`src/rtl/bus_arbiter_pkg.sv`:
```
// -----------------------------------------------------------------------------
// bus_arbiter_pkg
//   Shared definitions for the bus arbiter and the bus masters around it:
//   - Enable_/Disable_ : active-low signal levels already used by the masters.
//   - ARB_IDLE/ARB_GRANT/ARB_RELEASE : 2-bit arbiter FSM state encodings.
//   - tenure_width() : width of the saturating tenure counter.
// -----------------------------------------------------------------------------
package bus_arbiter_pkg;

    // Active-low request/grant/preempt levels.
    localparam logic Enable_  = 1'b0;
    localparam logic Disable_ = 1'b1;

    // Arbiter FSM states.
    localparam logic [1:0] ARB_IDLE    = 2'd0;
    localparam logic [1:0] ARB_GRANT   = 2'd1;
    localparam logic [1:0] ARB_RELEASE = 2'd2;

    // Tenure counter must hold 0..max_tenure; keep at least one bit so the
    // preemption-disabled configuration (max_tenure = 0) still elaborates.
    function automatic int tenure_width(int max_tenure);
        return (max_tenure < 1) ? 1 : $clog2(max_tenure + 1);
    endfunction

endpackage

```
`src/rtl/bus_arbiter_if.sv`:
```
// -----------------------------------------------------------------------------
// bus_arbiter_if
//   Bus-ownership handshake between NREQ bus masters and the arbiter.
//   Signals (all active-low vectors are one bit per master):
//     breq_     : master -> arbiter, bus request, low = requesting
//     prio_mode : master -> arbiter, 0 = fixed priority, 1 = round-robin
//     bgrt_     : arbiter -> master, bus grant, one-hot-low or all high
//     bpreempt_ : arbiter -> master, yield request, only the owner's bit low
//     bus_busy  : arbiter -> master, high while a grant is asserted
//     owner     : arbiter -> master, index of current or most recent owner
//
//   Handshake: a master holds breq_ low until it sees its bgrt_ low, then owns
//   the bus for as long as it keeps breq_ low. Raising breq_ is the only way
//   ownership ends; the arbiter never withdraws a grant on its own, and
//   bpreempt_ is only a hint to release soon. A master raising breq_ before it
//   has been granted simply withdraws the request.
// -----------------------------------------------------------------------------
interface bus_arbiter_if #(
    parameter int NREQ = 4,
    parameter int IDW  = $clog2(NREQ)
) ();
    logic [NREQ-1:0] breq_;
    logic            prio_mode;
    logic [NREQ-1:0] bgrt_;
    logic [NREQ-1:0] bpreempt_;
    logic            bus_busy;
    logic [IDW-1:0]  owner;

    // Bus-master side.
    modport master (
        output breq_, prio_mode,
        input  bgrt_, bpreempt_, bus_busy, owner
    );

    // Arbiter side.
    modport slave (
        input  breq_, prio_mode,
        output bgrt_, bpreempt_, bus_busy, owner
    );
endinterface

```
`src/rtl/arb_pick.sv`:
```
// -----------------------------------------------------------------------------
// arb_pick
//   Combinational winner selection. Searches the active-high request vector
//   starting at a base index and wrapping modulo NREQ; the first active
//   request found wins. Base is ptr_i in round-robin mode and 0 in fixed-
//   priority mode, so fixed priority is simply "lowest index wins".
//   Ports:
//     req_i   : NREQ active-high requests
//     ptr_i   : round-robin start index
//     rr_i    : 1 = round-robin, 0 = fixed priority
//     grant_o : one-hot winner (all zero when no request)
//     idx_o   : winner index (0 when no request)
//     valid_o : at least one request present
// -----------------------------------------------------------------------------
module arb_pick #(
    parameter int NREQ = 4,
    parameter int IDW  = $clog2(NREQ)
) (
    input  logic [NREQ-1:0] req_i,
    input  logic [IDW-1:0]  ptr_i,
    input  logic            rr_i,
    output logic [NREQ-1:0] grant_o,
    output logic [IDW-1:0]  idx_o,
    output logic            valid_o
);

    logic [IDW-1:0] base;
    logic [IDW:0]   sum;
    logic [IDW-1:0] cand;

    assign base = rr_i ? ptr_i : '0;

    always_comb begin
        grant_o = '0;
        idx_o   = '0;
        valid_o = 1'b0;
        sum     = '0;
        cand    = '0;
        for (int i = 0; i < NREQ; i++) begin
            // base + i wraps at NREQ, which need not be a power of two.
            sum = {1'b0, base} + (IDW+1)'(i);
            if (sum >= (IDW+1)'(NREQ)) begin
                sum = sum - (IDW+1)'(NREQ);
            end
            cand = sum[IDW-1:0];
            if (!valid_o && req_i[cand]) begin
                valid_o       = 1'b1;
                idx_o         = cand;
                grant_o[cand] = 1'b1;
            end
        end
    end

endmodule

```
`src/rtl/bus_arbiter.sv`:
```
// -----------------------------------------------------------------------------
// bus_arbiter
//   Grants the shared bus to one of NREQ masters over the active-low
//   breq_/bgrt_ handshake, with fixed-priority or round-robin selection, one
//   RELEASE cycle between owners and a sticky yield hint (bpreempt_) for an
//   owner that has held the bus for MAX_TENURE cycles while others wait.
//   All outputs are registered.
//   Ports:
//     clk     : clock, rising edge
//     reset_  : asynchronous active-low reset
//     bus     : bus_arbiter_if.slave (breq_, prio_mode in; bgrt_, bpreempt_,
//               bus_busy, owner out)
//     state_o : current FSM state (ARB_IDLE/ARB_GRANT/ARB_RELEASE)
// -----------------------------------------------------------------------------
module bus_arbiter
    import bus_arbiter_pkg::*;
#(
    parameter int NREQ       = 4,
    parameter int MAX_TENURE = 16,
    parameter int IDW        = $clog2(NREQ)
) (
    input  logic         clk,
    input  logic         reset_,
    bus_arbiter_if.slave bus,
    output logic [1:0]   state_o
);

    localparam int TW = tenure_width(MAX_TENURE);
    // Tenure counts grant cycles including the current one, so the grant edge
    // loads 1 for the first GRANT cycle.
    localparam logic [TW-1:0] TEN_START = (MAX_TENURE == 0) ? TW'(0) : TW'(1);

    logic [1:0]      state_q, state_d;
    logic [IDW-1:0]  ptr_q, ptr_d;
    logic [IDW-1:0]  owner_q, owner_d;
    logic [TW-1:0]   ten_q, ten_d;
    logic [NREQ-1:0] bgrt_q, bgrt_d;
    logic [NREQ-1:0] bpre_q, bpre_d;
    logic            busy_q, busy_d;

    logic [NREQ-1:0] req_act;
    logic [NREQ-1:0] win_oh;
    logic [IDW-1:0]  win_idx;
    logic            win_valid;

    assign req_act = ~bus.breq_;

    arb_pick #(
        .NREQ (NREQ),
        .IDW  (IDW)
    ) u_pick (
        .req_i   (req_act),
        .ptr_i   (ptr_q),
        .rr_i    (bus.prio_mode),
        .grant_o (win_oh),
        .idx_o   (win_idx),
        .valid_o (win_valid)
    );

    function automatic logic preempt_due(logic [TW-1:0] ten, logic others);
        return (MAX_TENURE != 0) && (int'(ten) >= MAX_TENURE) && others;
    endfunction

    always_comb begin
        state_d = state_q;
        ptr_d   = ptr_q;
        owner_d = owner_q;
        ten_d   = ten_q;
        bgrt_d  = bgrt_q;
        bpre_d  = bpre_q;
        busy_d  = busy_q;
        case (state_q)
            ARB_IDLE: begin
                if (win_valid) begin
                    bgrt_d  = ~win_oh;
                    owner_d = win_idx;
                    busy_d  = 1'b1;
                    ten_d   = TEN_START;
                    ptr_d   = (win_idx == IDW'(NREQ - 1)) ? '0 : win_idx + 1'b1;
                    bpre_d  = {NREQ{Disable_}};
                    if (preempt_due(TEN_START, |(req_act & ~win_oh))) begin
                        bpre_d[win_idx] = Enable_;
                    end
                    state_d = ARB_GRANT;
                end
            end
            ARB_GRANT: begin
                if (bus.breq_[owner_q] == Enable_) begin
                    ten_d = (int'(ten_q) < MAX_TENURE) ? ten_q + 1'b1 : ten_q;
                    // bgrt_q is high for every non-owner, so it masks the owner
                    // out of the "someone else is waiting" test. Preempt only
                    // ever sets here; it is cleared at release.
                    if (preempt_due(ten_d, |(req_act & bgrt_q))) begin
                        bpre_d[owner_q] = Enable_;
                    end
                end else begin
                    bgrt_d  = {NREQ{Disable_}};
                    bpre_d  = {NREQ{Disable_}};
                    busy_d  = 1'b0;
                    state_d = ARB_RELEASE;
                end
            end
            ARB_RELEASE: begin
                state_d = ARB_IDLE;
            end
            default: begin
                bgrt_d  = {NREQ{Disable_}};
                bpre_d  = {NREQ{Disable_}};
                busy_d  = 1'b0;
                state_d = ARB_IDLE;
            end
        endcase
    end

    always_ff @(posedge clk or negedge reset_) begin
        if (!reset_) begin
            state_q <= ARB_IDLE;
            ptr_q   <= '0;
            owner_q <= '0;
            ten_q   <= '0;
            bgrt_q  <= {NREQ{Disable_}};
            bpre_q  <= {NREQ{Disable_}};
            busy_q  <= 1'b0;
        end else begin
            state_q <= state_d;
            ptr_q   <= ptr_d;
            owner_q <= owner_d;
            ten_q   <= ten_d;
            bgrt_q  <= bgrt_d;
            bpre_q  <= bpre_d;
            busy_q  <= busy_d;
        end
    end

    assign bus.bgrt_     = bgrt_q;
    assign bus.bpreempt_ = bpre_q;
    assign bus.bus_busy  = busy_q;
    assign bus.owner     = owner_q;
    assign state_o       = state_q;

endmodule

```
`src/flat_wrapper.sv`:
```
// flat-port wrapper written by rule: the top's interface ports become plain ports
module bus_arbiter_flat import bus_arbiter_pkg::*;
#(
    parameter int NREQ       = 4,
    parameter int MAX_TENURE = 16,
    parameter int IDW        = $clog2(NREQ)
)
  (clk, reset_, state_o, bus_breq_, bus_prio_mode, bus_bgrt_, bus_bpreempt_, bus_bus_busy, bus_owner);
  bus_arbiter_if #(.NREQ(NREQ), .IDW(IDW)) bus_i ();
  input  logic clk;
  input  logic reset_;
  output logic [1:0] state_o;
  input wire logic [$bits(bus_i.breq_)-1:0] bus_breq_;
  input wire logic [$bits(bus_i.prio_mode)-1:0] bus_prio_mode;
  output wire logic [$bits(bus_i.bgrt_)-1:0] bus_bgrt_;
  output wire logic [$bits(bus_i.bpreempt_)-1:0] bus_bpreempt_;
  output wire logic [$bits(bus_i.bus_busy)-1:0] bus_bus_busy;
  output wire logic [$bits(bus_i.owner)-1:0] bus_owner;
  assign bus_i.breq_ = bus_breq_;
  assign bus_i.prio_mode = bus_prio_mode;
  assign bus_bgrt_ = bus_i.bgrt_;
  assign bus_bpreempt_ = bus_i.bpreempt_;
  assign bus_bus_busy = bus_i.bus_busy;
  assign bus_owner = bus_i.owner;
  bus_arbiter #(.NREQ(NREQ), .MAX_TENURE(MAX_TENURE), .IDW(IDW)) u_core (.clk(clk), .reset_(reset_), .bus(bus_i), .state_o(state_o));
endmodule
```
`config.mk`:
```
export PLATFORM = sky130hd
export DESIGN_NAME = bus_arbiter_flat
export DESIGN_NICKNAME = d
export VERILOG_FILES = /design/src/rtl/bus_arbiter_pkg.sv /design/src/rtl/bus_arbiter_if.sv /design/src/rtl/arb_pick.sv /design/src/rtl/bus_arbiter.sv /design/src/flat_wrapper.sv
export SDC_FILE = /design/constraint.sdc
export NUM_CORES = 1
export LEC_CHECK = 0
export CAP_MARGIN = 20
export CELL_PAD_IN_SITES_DETAIL_PLACEMENT = 0
export CELL_PAD_IN_SITES_GLOBAL_PLACEMENT = 2
export CORE_ASPECT_RATIO = 1.5
export CORE_MARGIN = 8
export CORE_UTILIZATION = 30
export CTS_CLUSTER_DIAMETER = 200
export DETAILED_ROUTE_END_ITERATION = 12
export PLACE_DENSITY = 0.75
export SYNTH_ARGS = -nofsm -noshare
export SYNTH_HDL_FRONTEND = slang
export SYNTH_SLANG_ARGS = --single-unit
export TNS_END_PERCENT = 20
```
`constraint.sdc`:
```
create_clock -name clk -period 2.5 [get_ports clk]
set_clock_uncertainty 0.2 [all_clocks]
set_input_delay 0.75 -clock clk [delete_from_list [all_inputs] [get_ports clk]]
set_output_delay 0.75 -clock clk [all_outputs]
set_load 0.1 [all_outputs]
```
==> qor.csv <==
stage;metric;value;unit
hold_path;holdCritStartpoint;u_core.bus.bus_busy;
sta;worst_slew_pin_slew;0.385;ns
clocking;insertion_delay;0.25;ns
synth;synth_cells;149;
routing;wire_per_inst;16.6;um
finish;final_layout_size_suffix_gt1_share;41.8;%
finish;seq_area;512;um^2
clocking;clkTransAtPathRegs;0.07;ns
synth;ys_ff_latch;20;
sta;slew_violations;0;
power_and_ir_drop;p_per_area;1290;nW/um^2
critical_path;rrSetupSlack;0.21;ns
power_and_ir_drop;p_comb_share;69.8;%
status;status;finished, final reports clean;
sta;finalSetupViolCount;0;
grt;grt_pass1_vias;1463;
flow_run;drv_cap;0;
critical_path;arrival;2.31;ns
clocking;cts_buffer_depth;2;
floorplanning;io_pins;20;
grt;antenna_found_initial;0;
synth;netlist_area;1400;um^2
critical_path;cp-startpoint;bus_prio_mode;
grt;overflow;0;
floorplanning;coreArea;4500;um^2
sta;min_period;2.37;ns
hold_path;whs_endpoint;u_core.bus.bus_busy;
placement;gp_congestion;0.893;
power_and_ir_drop;p_switching;1.35;mW
finish;nFillCells;437;
sta;timing.hold.ws;0.286;ns
sta;fmax;422;MHz
critical_path;startpoint_type;input pin;
power_and_ir_drop;power_frac_seq;22.4;%
floorplanning;die_w;71.7;um
placement;dp_hpwl;3270;um
synth;ys_types;40;
grt;grt_pass1_wl;7090;um
routing;viasPerCell;5.41;
critical_path;critPathKind;in2reg;
floorplanning;fp.dieH;99.6;um
floorplanning;num_rows;30;
finish;layout_common_cells;buf_4 (33), nand2_1 (16), inv_1 (15), buf_12 (12);
finish;final_common_cell;buf_4;
critical_path;path_max_fanout;4;
sta;max-slew-margin-rel;73.6;%
synth;syn_nets;165;
finish;syn2layout_area_growth;51.1;%
sta;finalHoldViolCount;0;
routing;drt_pass1_iterations;4;
critical_path;rr_endpoint;u_core.bus.bgrt_[3];
finish;antenna_cells;0;
synth;postSynthAreaPerCell;9.37;um^2
clocking;clockRootBuffer;clkbuf_8;
routing;num_vias;1347;
critical_path;ff2ff_path_depth;8;
finish;fin_nets;218;
routing;ant_nets;0;
sta;setup_ws;0.132;ns
critical_path;r2r_start;u_core.ptr_q[0];
critical_path;crit_path_end_kind;register;
clocking;cts_buffers;3;
clocking;cts.sinks;20;
clocking;htree_levels;1;
hold_path;holdPathStages;1;
routing;drt-total-wl;4140;um
critical_path;cp_data_required_time;2.45;ns
routing;drt_iter0_drc;114;
power_and_ir_drop;leakage;0.979;nW
power_and_ir_drop;clock_power_share;7.8;%
placement;io_buffer_count;19;
routing;drc;0;
clocking;cts_tree;yes;
placement;pre_cts_ws;-0.624;ns
sta;rsz0062_at_grt;no;
synth;synth.yosys.seq_area_share;36.6;%
sta;finalCritPeriodShare;94.7;%
hold_path;hold_path_class;reg2reg;
grt;grt_max_degree;21;
floorplanning;die_area;7140;um^2
power_and_ir_drop;ir_worst_vdd;1.06;mV
power_and_ir_drop;power.internal;1.38;mW
floorplanning;initial_core_util;31.0;%
synth;synth_warnings;0;
power_and_ir_drop;switching_share;49.6;%
clocking;hold_buffers;0;
finish;multi_input_area;867;um^2
grt;grt_util_all_layers;12.3;%
==> cells by family after synthesis <==
group	Yosys count	synth area share, %
compound gates	44	23.0
xor+xnor	5	3.14
fa+ha+maj	9	8.06
buf+inv	22	6.81
flops	20	36.6
mux	7	7.17
simple gates	42	15.2
==> Yosys cell counts <==
| master | number | area share (%) |
|---|---|---|
| nand4_1 | 1 | 0.45 |
| a311oi_1 | 2 | 1.3 |
| a21o_1 | 1 | 0.54 |
| o32ai_1 | 1 | 0.63 |
| nor2_1 | 10 | 2.7 |
| and2_1 | 1 | 0.45 |
| and3_1 | 1 | 0.45 |
| nand2b_1 | 1 | 0.45 |
| a32oi_1 | 1 | 0.63 |
| a22oi_1 | 3 | 1.6 |
| a2111oi_0 | 1 | 0.63 |
| mux2_4 | 1 | 1.1 |
| nand3_1 | 3 | 1.1 |
| nor4bb_1 | 1 | 0.72 |
| a221oi_2 | 1 | 1.1 |
| o21a_1 | 1 | 0.54 |
| buf_4 | 2 | 1.1 |
| a222oi_1 | 4 | 2.9 |
| nor3b_1 | 2 | 1.1 |
| o211ai_2 | 2 | 1.8 |
| xnor2_1 | 3 | 1.9 |
| nor2_4 | 1 | 0.81 |
| buf_2 | 4 | 1.4 |
| a21oi_1 | 10 | 3.6 |
| a41oi_2 | 1 | 1.2 |
| inv_1 | 16 | 4.3 |
| ha_1 | 9 | 8.1 |
| and4b_1 | 2 | 1.4 |
| o32a_1 | 1 | 0.72 |
| a31oi_1 | 1 | 0.45 |
| nand2_1 | 18 | 4.8 |
| a211o_1 | 2 | 1.3 |
| dfrtp_1 | 12 | 22 |
| o21ai_0 | 11 | 3.9 |
| xor2_1 | 2 | 1.3 |
| mux2i_1 | 4 | 2.9 |
| or3_4 | 1 | 0.81 |
| dfstp_2 | 8 | 15 |
| mux4_2 | 2 | 3.2 |
| o21ai_1 | 1 | 0.36 |
==> power by group through the flow <==
stage / registers (mW) / logic [mW] / clock network (mW)
floorplan: 0.980 / 0.753 / 0
global placement: 0.608 / 1.80 / 0
detailed placement: 0.612 / 1.83 / 0
finish: 0.611 / 1.90 / 0.213
CTS: 0.610 / 1.89 / 0.222
global route: 0.629 / 2.04 / 0.235
==> layer usage <==
layer / up-vias / global-route usage [%] / wire (um)
met5: - / 0 / 0
met1: 656 / 13.6 / 1680
met2: 40 / 22.0 / 2160
met4: 0 / 5.21 / 99
li1: 642 / - / -
met3: 9 / 2.32 / 200
==> worst max-delay path, stage by stage <==
cell      delay, ns
buf_6          0.10
buf_6          0.12
nand2_8        0.06
buf_6          0.11
mux4_2         0.57
o211ai_2       0.24
xnor2_2        0.15
xnor2_1        0.14
a21oi_1        0.08
==> worst max-delay path by stage <==
stage / end / cells past startpoint
global placement: u_core.ptr_q[1] / 10
finish: u_core.ptr_q[1] / 9
CTS: u_core.bus.bgrt_[3] / 11
global route: u_core.bus.bgrt_[3] / 10
floorplan: u_core.bus.owner[0] / 8
detailed placement: u_core.ptr_q[1] / 10
==> state kept, by name (all words and copies together) (netlist names) <==
register / count
u_core.bus.bgrt_: 4
u_core.bus.bpreempt_: 4
u_core.bus.bus_busy: 1
u_core.bus.owner: 2
u_core.ptr_q: 2
u_core.state_o: 2
u_core.ten_q: 5
==> timing repair <==
| action | CTS | global route |
|---|---|---|
| pin swaps | 5 | 10 |
| gates resized for setup | 15 | 14 |
| gates cloned | 0 | 0 |
| endpoints found under the setup margin | 19 | 13 |
| buffers inserted | 1 | 1 |
==> per-stage QoR <==
stage / cells / utilization, % / power [mW] / setup TNS (ns) / cell area [um^2]
floorplan: 149 / - / 1.73 / -0.0347 / 1440
global placement: 244 / 44.8 / 2.41 / -8.54 / 2020
detailed placement: 244 / 44.8 / 2.44 / -8.88 / 2020
CTS: 249 / 46.8 / 2.72 / 0 / 2110
global route: 249 / 46.8 / 2.91 / 0 / 2110
finish: 249 / 46.8 / 2.73 / 0 / 2110
==> layout make-up <==
| type | instances | share of cell area, % |
|---|---|---|
| clock buffer | 4 | 2.14 |
| inverter | 16 | 2.97 |
| multi-input combinational | 107 | 41.1 |
| sequential | 20 | 24.3 |
| tap | 48 | 2.85 |
| timing repair buffer | 54 | 26.7 |
No activity file was read; power rests on OpenSTA's default activity.
